==> src/rtl/proc_control_unit.sv <==
// Control FSM for the programmable processor: fetches and decodes 16-bit
// instructions and drives the register file, ALU and data memory controls.
module proc_control_unit #(
   parameter int PC_W = 7,
   parameter int DA_W = 8
) (
   input  logic            Clk,
   input  logic            ResetN,
   input  logic            Run,
   input  logic [15:0]     IR_Data,
   output logic [PC_W-1:0] PC_Addr,
   output logic [DA_W-1:0] D_Addr,
   output logic            D_Wr,
   output logic            RF_s,
   output logic [3:0]      RF_W_addr,
   output logic            RF_W_en,
   output logic [3:0]      RF_Ra_addr,
   output logic [3:0]      RF_Rb_addr,
   output logic [2:0]      ALU_s,
   output logic            Halted,
   output logic            Illegal
);

   typedef enum logic [3:0] {
      S_INIT,
      S_FETCH,
      S_DECODE,
      S_NOOP,
      S_LOAD_A,
      S_LOAD_B,
      S_STORE,
      S_EXEC,
      S_HALT
   } state_t;

   state_t          state_q, state_d;
   logic [PC_W-1:0] pc_q, pc_d;
   logic [15:0]     ir_q, ir_d;
   logic            illegal_q, illegal_d;
   logic [3:0]      op;
   logic [3:0]      next_op;

   assign op      = ir_q[15:12];
   assign next_op = IR_Data[15:12];
   assign PC_Addr = pc_q;
   assign Halted  = (state_q == S_HALT);
   assign Illegal = illegal_q;

   always_ff @(posedge Clk or negedge ResetN) begin
      if (!ResetN) begin
         state_q   <= S_INIT;
         pc_q      <= '0;
         ir_q      <= '0;
         illegal_q <= 1'b0;
      end else begin
         state_q   <= state_d;
         pc_q      <= pc_d;
         ir_q      <= ir_d;
         illegal_q <= illegal_d;
      end
   end

   always_comb begin
      state_d    = state_q;
      pc_d       = pc_q;
      ir_d       = ir_q;
      illegal_d  = illegal_q;
      D_Addr     = '0;
      D_Wr       = 1'b0;
      RF_s       = 1'b0;
      RF_W_addr  = '0;
      RF_W_en    = 1'b0;
      RF_Ra_addr = '0;
      RF_Rb_addr = '0;
      ALU_s      = 3'd0;
      unique case (state_q)
         S_INIT: state_d = S_FETCH;
         S_FETCH: begin
            if (Run) state_d = S_DECODE;
         end
         S_DECODE: begin
            ir_d = IR_Data;
            pc_d = pc_q + 1'b1;
            case (next_op)
               4'h1:    state_d = S_LOAD_A;
               4'h2:    state_d = S_STORE;
               4'h3, 4'h4, 4'h5, 4'h6,
               4'h7, 4'h8, 4'h9:
                        state_d = S_EXEC;
               4'hF:    state_d = S_HALT;
               default: state_d = S_NOOP;
            endcase
         end
         S_NOOP: begin
            state_d = S_FETCH;
            if (op >= 4'hA && op <= 4'hE) illegal_d = 1'b1;
         end
         S_LOAD_A: begin
            D_Addr  = ir_q[4 +: DA_W];
            state_d = S_LOAD_B;
         end
         S_LOAD_B: begin
            D_Addr    = ir_q[4 +: DA_W];
            RF_s      = 1'b1;
            RF_W_addr = ir_q[3:0];
            RF_W_en   = 1'b1;
            state_d   = S_FETCH;
         end
         S_STORE: begin
            // write data reaches memory through RF port A via ALU pass-A
            D_Addr     = ir_q[4 +: DA_W];
            RF_Ra_addr = ir_q[3:0];
            ALU_s      = 3'd3;
            D_Wr       = 1'b1;
            state_d    = S_FETCH;
         end
         S_EXEC: begin
            RF_Ra_addr = ir_q[11:8];
            RF_Rb_addr = ir_q[7:4];
            RF_W_addr  = ir_q[3:0];
            RF_W_en    = 1'b1;
            case (op)
               4'h3:    ALU_s = 3'd1;
               4'h4:    ALU_s = 3'd2;
               4'h5:    ALU_s = 3'd4;
               4'h6:    ALU_s = 3'd5;
               4'h7:    ALU_s = 3'd6;
               4'h8:    ALU_s = 3'd7;
               4'h9:    ALU_s = 3'd3;
               default: ALU_s = 3'd0;
            endcase
            state_d = S_FETCH;
         end
         S_HALT: state_d = S_HALT;
         default: state_d = S_INIT;
      endcase
   end

endmodule

==> config.mk <==
export PLATFORM = sky130hd
export DESIGN_NAME = proc_control_unit
export DESIGN_NICKNAME = d
export VERILOG_FILES = /design/src/rtl/proc_control_unit.sv
export SDC_FILE = /design/constraint.sdc
export NUM_CORES = 1
export LEC_CHECK = 0
export ABC_AREA = 1
export BUFFER_PORTS_ARGS = -buffer_cell sky130_fd_sc_hd__buf_4
export CAP_MARGIN = 20
export CORE_MARGIN = 4
export CORE_UTILIZATION = 49
export CTS_BUF_LIST = sky130_fd_sc_hd__clkbuf_16
export DETAILED_ROUTE_END_ITERATION = 6
export GPL_ROUTABILITY_DRIVEN = 0
export GPL_TIMING_DRIVEN = 0
export PLACE_DENSITY = 0.78
export SLEW_MARGIN = 20
export SYNTH_ARGS = -nofsm -noshare
export SYNTH_HDL_FRONTEND = slang
export SYNTH_SLANG_ARGS = --single-unit
==> constraint.sdc <==
create_clock -name Clk -period 1.3 [get_ports Clk]
set_input_delay 0 -clock Clk [delete_from_list [all_inputs] [get_ports Clk]]
set_output_delay 0 -clock Clk [all_outputs]
set_load 0.05 [all_outputs]
==> results of run 1 <==
-- stage by stage --
stage	setup slack (ps)	instance area [sq um]
floorplan	-231	1600
global placement	-37.3	2060
detailed placement	-63.6	2060
CTS	-195	2530
-- kinds of logic after synthesis --
logic type | synth area share, %
buf+inv | 10.4
simple gates | 28.1
fa+ha+maj | 3.27
compound gates | 9.72
flops | 45.8
xor+xnor | 2.78
-- what timing repair did --
action / in CTS
hold endpoints to repair: 44
pin swaps: 3
endpoints found under the setup margin: 26
cloned: 1
hold buffers: 17
setup buffers: 10
gates resized for setup: 34
==> impl_metrics.prom, run 1 <==
# TYPE chip_impl_metric gauge
chip_impl_metric{name="dieWidth",unit="microns"} 63.9
chip_impl_metric{name="synth_fp_nets",unit=""} 227
chip_impl_metric{name="number_of_clock_buffers_inserted_by_tritoncts",unit=""} 3
chip_impl_metric{name="synthesis.instances",unit=""} 204
chip_impl_info{name="run_status",value="stopped before the end"} 1
chip_impl_info{name="post-synth-top-count-cell",value="sky130_fd_sc_hd__nand2_1"} 1
chip_impl_info{name="failing_step",value="global routing"} 1
chip_impl_metric{name="post-place-cells",unit=""} 301
chip_impl_info{name="worst_endpoint_kind",value="output port"} 1
chip_impl_metric{name="synth_area",unit="sq um"} 1530
chip_impl_metric{name="core.rowCount",unit=""} 20
chip_impl_metric{name="pin_count_of_the_biggest_net_entering_global_routing",unit=""} 29
chip_impl_metric{name="synth-seq-cells",unit=""} 28
chip_impl_metric{name="ys.warnings.count",unit=""} 0
chip_impl_metric{name="synthDistinctLibCells",unit=""} 23
chip_impl_info{name="post_synth_most_frequent_cells",value="sky130_fd_sc_hd__nand2_1 (52), sky130_fd_sc_hd__inv_1 (34), sky130_fd_sc_hd__dfrtp_1 (28), sky130_fd_sc_hd__nor2_1 (28), sky130_fd_sc_hd__o21ai_0 (21)"} 1
chip_impl_info{name="tool.error",value="[ERROR DPL-0033] detailed placement checks failed during check placement."} 1
chip_impl_metric{name="synth-seq-area-share",unit="%"} 45.8
chip_impl_metric{name="hpwl",unit="mm"} 2.81
chip_impl_metric{name="cts_buffer_depth",unit=""} 2
chip_impl_metric{name="buffer_ports.inserted",unit=""} 53
chip_impl_info{name="root_buffer",value="sky130_fd_sc_hd__clkbuf_16"} 1
chip_impl_metric{name="top_level_ports",unit=""} 54
chip_impl_metric{name="synth-edff-count",unit=""} 0
chip_impl_metric{name="floorplan.die.height",unit="microns"} 63.9
chip_impl_metric{name="clock_tree.htree_level_count",unit=""} 1
chip_impl_info{name="yosys-top-cells-area",value="sky130_fd_sc_hd__dfrtp_1 (46%), sky130_fd_sc_hd__nand2_1 (13%), sky130_fd_sc_hd__inv_1 (8.3%), sky130_fd_sc_hd__nor2_1 (6.9%), sky130_fd_sc_hd__o21ai_0 (6.9%)"} 1
chip_impl_metric{name="post-synth-top-area-fraction",unit="%"} 45.8
chip_impl_metric{name="avgSynthCellArea",unit="sq um"} 7.51
chip_impl_metric{name="synth_async_sr_flop_share",unit="%"} 100
chip_impl_metric{name="floorplan.initialDensity",unit="%"} 50.6
chip_impl_info{name="synth_top_cell_by_area",value="sky130_fd_sc_hd__dfrtp_1"} 1
chip_impl_info{name="postSynth.topFlopCell",value="sky130_fd_sc_hd__dfrtp_1"} 1
chip_impl_info{name="worst_endpoint",value="RF_W_addr[1]"} 1
chip_impl_metric{name="antenna_found_initial",unit=""} 0
chip_impl_metric{name="clkSinkCount",unit=""} 28
==> run 2: changes to the inputs <==
--- a/config.mk
+++ b/config.mk
@@ -9,12 +9,11 @@
 export BUFFER_PORTS_ARGS = -buffer_cell sky130_fd_sc_hd__buf_4
 export CAP_MARGIN = 20
 export CORE_MARGIN = 4
-export CORE_UTILIZATION = 49
-export CTS_BUF_LIST = sky130_fd_sc_hd__clkbuf_16
+export CORE_UTILIZATION = 40
 export DETAILED_ROUTE_END_ITERATION = 6
 export GPL_ROUTABILITY_DRIVEN = 0
 export GPL_TIMING_DRIVEN = 0
-export PLACE_DENSITY = 0.78
+export PLACE_DENSITY_LB_ADDON = 0.15
 export SLEW_MARGIN = 20
 export SYNTH_ARGS = -nofsm -noshare
 export SYNTH_HDL_FRONTEND = slang
==> impl_metrics.prom, run 2 <==
# TYPE chip_impl_metric gauge
chip_impl_info{name="run_status",value="finished with violations"} 1
chip_impl_info{name="violations_in_the_final_reports",value="setup timing"} 1
chip_impl_metric{name="avgSynthCellArea",unit="sq um"} 7.51
chip_impl_info{name="top_register",value="ir_q"} 1
chip_impl_info{name="cpMaxStageDelayCell",value="sky130_fd_sc_hd__dfrtp_1"} 1
chip_impl_info{name="kind_of_capture_point_of_the_worst_setup_path",value="output pin"} 1
chip_impl_metric{name="cp.buffers_inverters",unit=""} 4
chip_impl_metric{name="clock_tree.htree_level_count",unit=""} 1
chip_impl_metric{name="timing_hold_violations_final",unit=""} 0
chip_impl_metric{name="synth-seq-cells",unit=""} 28
chip_impl_metric{name="buffer_ports.inserted",unit=""} 53
chip_impl_info{name="rsz0062_at_grt",value="yes"} 1
chip_impl_info{name="yosys-top-cells-area",value="sky130_fd_sc_hd__dfrtp_1 (46%), sky130_fd_sc_hd__nand2_1 (13%), sky130_fd_sc_hd__inv_1 (8.3%), sky130_fd_sc_hd__nor2_1 (6.9%), sky130_fd_sc_hd__o21ai_0 (6.9%)"} 1
chip_impl_metric{name="critical_path_required",unit="ps"} 1300
chip_impl_metric{name="post_route_cells_drive_above_1_share",unit="%"} 48.5
chip_impl_metric{name="final-max-slew-violation-count",unit=""} 0
chip_impl_metric{name="hpwl",unit="mm"} 2.90
chip_impl_info{name="crit_top_cell",value="sky130_fd_sc_hd__nor2_4"} 1
chip_impl_metric{name="finalNonFillerCells",unit=""} 353
chip_impl_metric{name="area_delta_synth_final",unit="%"} 93.4
chip_impl_metric{name="largest_register_ffs",unit=""} 16
chip_impl_metric{name="grt_pass1_vias",unit=""} 1643
chip_impl_info{name="layout_common_cells",value="sky130_fd_sc_hd__nand2_1 (44), sky130_fd_sc_hd__buf_4 (42), sky130_fd_sc_hd__buf_6 (27), sky130_fd_sc_hd__dfrtp_1 (25), sky130_fd_sc_hd__inv_1 (24)"} 1
chip_impl_info{name="post-synth-top-count-cell",value="sky130_fd_sc_hd__nand2_1"} 1
chip_impl_metric{name="synth_area",unit="sq um"} 1530
chip_impl_metric{name="grt_pass1_wl",unit="mm"} 7.84
chip_impl_metric{name="setup_ws",unit="ps"} -332
chip_impl_metric{name="post-synth-top-area-fraction",unit="%"} 45.8
chip_impl_metric{name="drt_iter0_drc",unit=""} 116
chip_impl_metric{name="clock.fmax",unit="MHz"} 613
chip_impl_metric{name="timing.final.setup_violations",unit=""} 55
chip_impl_metric{name="gr_util_all_layers",unit="%"} 19.5
chip_impl_metric{name="number_of_clock_buffers_inserted_by_tritoncts",unit=""} 3
chip_impl_metric{name="synth_fp_nets",unit=""} 227
chip_impl_info{name="timing.critical_path.max_delay_family",value="buffers and inverters"} 1
chip_impl_metric{name="drt_drc_violations_left",unit=""} 0
chip_impl_metric{name="worst_skew_pair.late_latency",unit="ps"} 290
chip_impl_metric{name="synthDistinctLibCells",unit=""} 23
chip_impl_metric{name="fin_skew",unit="ps"} 8.25
chip_impl_metric{name="timing.critical_path.slowest_cell_delay",unit="ps"} 360
chip_impl_metric{name="ys.warnings.count",unit=""} 0
chip_impl_metric{name="wirelength",unit="mm"} 6.06
chip_impl_metric{name="power.density",unit="nW/um^2"} 1990
chip_impl_metric{name="floorplan.die.height",unit="microns"} 69.9
chip_impl_metric{name="pin_count_of_the_biggest_net_entering_global_routing",unit=""} 29
chip_impl_info{name="root_buffer",value="sky130_fd_sc_hd__clkbuf_8"} 1
chip_impl_info{name="worst_hold_check_path_type",value="in -> async"} 1
chip_impl_metric{name="detail_route.wl_per_cell",unit="microns"} 17.2
chip_impl_metric{name="layout_worst_path_cycle_share",unit="%"} 126
chip_impl_info{name="timing_worst_setup_path_type",value="reg -> out"} 1
chip_impl_info{name="cts_tree",value="built"} 1
chip_impl_metric{name="dieWidth",unit="microns"} 69.9
chip_impl_info{name="synth_top_cell_by_area",value="sky130_fd_sc_hd__dfrtp_1"} 1
chip_impl_metric{name="cts_buffer_depth",unit=""} 2
chip_impl_metric{name="path_clk_slew",unit="ps"} 110
chip_impl_info{name="crit_chain",value="inv_2, nor2_4, inv_2, nor2_4, clkinvlp_4, nor2_4, buf_6"} 1
chip_impl_metric{name="top_level_ports",unit=""} 54
chip_impl_metric{name="synth-seq-area-share",unit="%"} 45.8
chip_impl_metric{name="antenna_found_initial",unit=""} 0
chip_impl_metric{name="fillerInstances",unit=""} 207
chip_impl_metric{name="crit_path_max_fanout",unit=""} 5
chip_impl_metric{name="clkSinkCount",unit=""} 28
chip_impl_metric{name="via_count",unit=""} 1849
chip_impl_metric{name="max_cap_violations",unit=""} 0
chip_impl_metric{name="timing.max_slew.rel_slack",unit="%"} 74.3
chip_impl_metric{name="core.rowCount",unit=""} 22
chip_impl_metric{name="finalHoldWorstSlack",unit="ps"} 157
chip_impl_metric{name="final_net_count",unit=""} 329
chip_impl_metric{name="coreArea",unit="sq um"} 3690
chip_impl_metric{name="worst_slew_pin_slew",unit="ps"} 385
chip_impl_info{name="mostFrequentLayoutCell",value="sky130_fd_sc_hd__nand2_1"} 1
chip_impl_metric{name="detail_route.first_pass.iterations",unit=""} 4
chip_impl_info{name="timing.critical_path.from_type",value="flop"} 1
chip_impl_info{name="post_synth_most_frequent_cells",value="sky130_fd_sc_hd__nand2_1 (52), sky130_fd_sc_hd__inv_1 (34), sky130_fd_sc_hd__dfrtp_1 (28), sky130_fd_sc_hd__nor2_1 (28), sky130_fd_sc_hd__o21ai_0 (21)"} 1
chip_impl_metric{name="route.antenna.remaining_nets",unit=""} 0
chip_impl_metric{name="avgViaCountPerCell",unit=""} 5.24
chip_impl_metric{name="post-place-cells",unit=""} 305
chip_impl_metric{name="synth-edff-count",unit=""} 0
chip_impl_metric{name="floorplan.initialDensity",unit="%"} 41.5
chip_impl_metric{name="aggregate_global_routing_overflow",unit=""} 0
chip_impl_metric{name="vdd_ir_drop_max",unit="V"} 0.00119
chip_impl_metric{name="cp.arrival",unit="ps"} 1630
chip_impl_metric{name="synth_async_sr_flop_share",unit="%"} 100
chip_impl_metric{name="synthesis.instances",unit=""} 204
chip_impl_metric{name="antenna_cells_inserted",unit=""} 0
chip_impl_metric{name="die-area",unit="sq um"} 4880
chip_impl_info{name="postSynth.topFlopCell",value="sky130_fd_sc_hd__dfrtp_1"} 1
chip_impl_metric{name="finalWorstPathRequiredPeriod",unit="ps"} 1630
chip_impl_metric{name="p_leak",unit="uW"} 0.00138
-- run 2: worst paths after layout --
path / from / to / slack, ps / cells past startpoint
setup / recovery: state_q[2]$_DFFE_PN0P_ / RF_W_addr[0] / -330 / 7
hold / removal: ResetN / ir_q[10]$_DFFE_PN0P_ / 160 / 2
setup reg to reg: state_q[3]$_DFFE_PN0P_ / ir_q[7]$_DFFE_PN0P_ / -200 / 9
hold reg to reg: PC_Addr[0]$_DFFE_PN0P_ / PC_Addr[0]$_DFFE_PN0P_ / 510 / 1
max in group asynchronous: ResetN / state_q[1]$_DFFE_PN0P_ / 830 / 2
min in group Clk: IR_Data[4] / ir_q[4]$_DFFE_PN0P_ / 470 / 4
-- run 2: per-stage QoR --
| stage | TNS (ps) | total power [uW] | util [%] | instance area [sq um] | setup slack, ps |
|---|---|---|---|---|---|
| floorplan | -2390 | 3140 | - | 1600 | -231 |
| global placement | -280 | 3730 | 55.9 | 2060 | -38.6 |
| detailed placement | -233 | 3750 | 55.9 | 2060 | -45.1 |
| CTS | -4730 | 5070 | 72.5 | 2670 | -279 |
| global route | -12190 | 6140 | 80.3 | 2960 | -412 |
| finish | -9080 | 5880 | 80.3 | 2960 | -332 |
-- run 2: power breakdown --
part	switching, uW	total (uW)	leakage (uW)	internal (uW)
combinational	2340	3660	0.000994	1320
clock	308	721	0.0000357	413
sequential	269	1510	0.000345	1240
-- run 2: repair_timing --
item                                    in CTS  in global routing
resized for setup                           66                 61
hold buffers                                18                  0
gates cloned                                 2                  3
setup buffers                                9                 12
pin swaps                                    6                 12
hold endpoints to repair                    45                  0
endpoints found under the setup margin      27                 54
-- run 2: area by class of cell --
cell class	count	area (sq um)	share of cell area (%)
buffer	4	48.8	1.65
clock buffer	3	41.3	1.39
clock inverter	1	30.0	1.01
inverter	34	139	4.69
multi-input combinational	140	990	33.4
sequential	28	704	23.8
tap	48	60.1	2.03
timing repair buffer	95	948	32.0
-- run 2: worst reg2reg max path, cell delays in order (launching register included) --
cell and delay [ps]:
sky130_fd_sc_hd__dfrtp_1 420, sky130_fd_sc_hd__buf_4 150, sky130_fd_sc_hd__buf_6 110, sky130_fd_sc_hd__inv_4 60, sky130_fd_sc_hd__nand2_4 70, sky130_fd_sc_hd__nor2_4 210
sky130_fd_sc_hd__buf_6 150, sky130_fd_sc_hd__buf_16 100, sky130_fd_sc_hd__nand2_1 60, sky130_fd_sc_hd__o21ai_1 100
-- run 2: metal layers --
metal / track usage (%) / part of all wire (%) / vias to the layer above
li1: - / - / 839
met1: 24.2 / 38 / 918
met2: 36.2 / 53 / 65
met3: 1.73 / 4.0 / 27
met4: 4.47 / 4.5 / 0
met5: 0 / 0 / -
-- run 2: cells by family (layout without fill, tap and decap cells) --
| family | count (synthesis) | after routing | synth area share [%] |
|---|---|---|---|
| buffers and inverters | 38 | 137 | 10.4 |
| xor gates and xnor gates | 4 | 4 | 2.78 |
| and+or+nand+nor | 102 | 104 | 28.1 |
| AOI/OAI and AO/OA | 28 | 28 | 9.72 |
| adders and majority gates | 4 | 4 | 3.27 |
| DFF | 28 | 28 | 45.8 |
(Power assumes the default switching activity.)
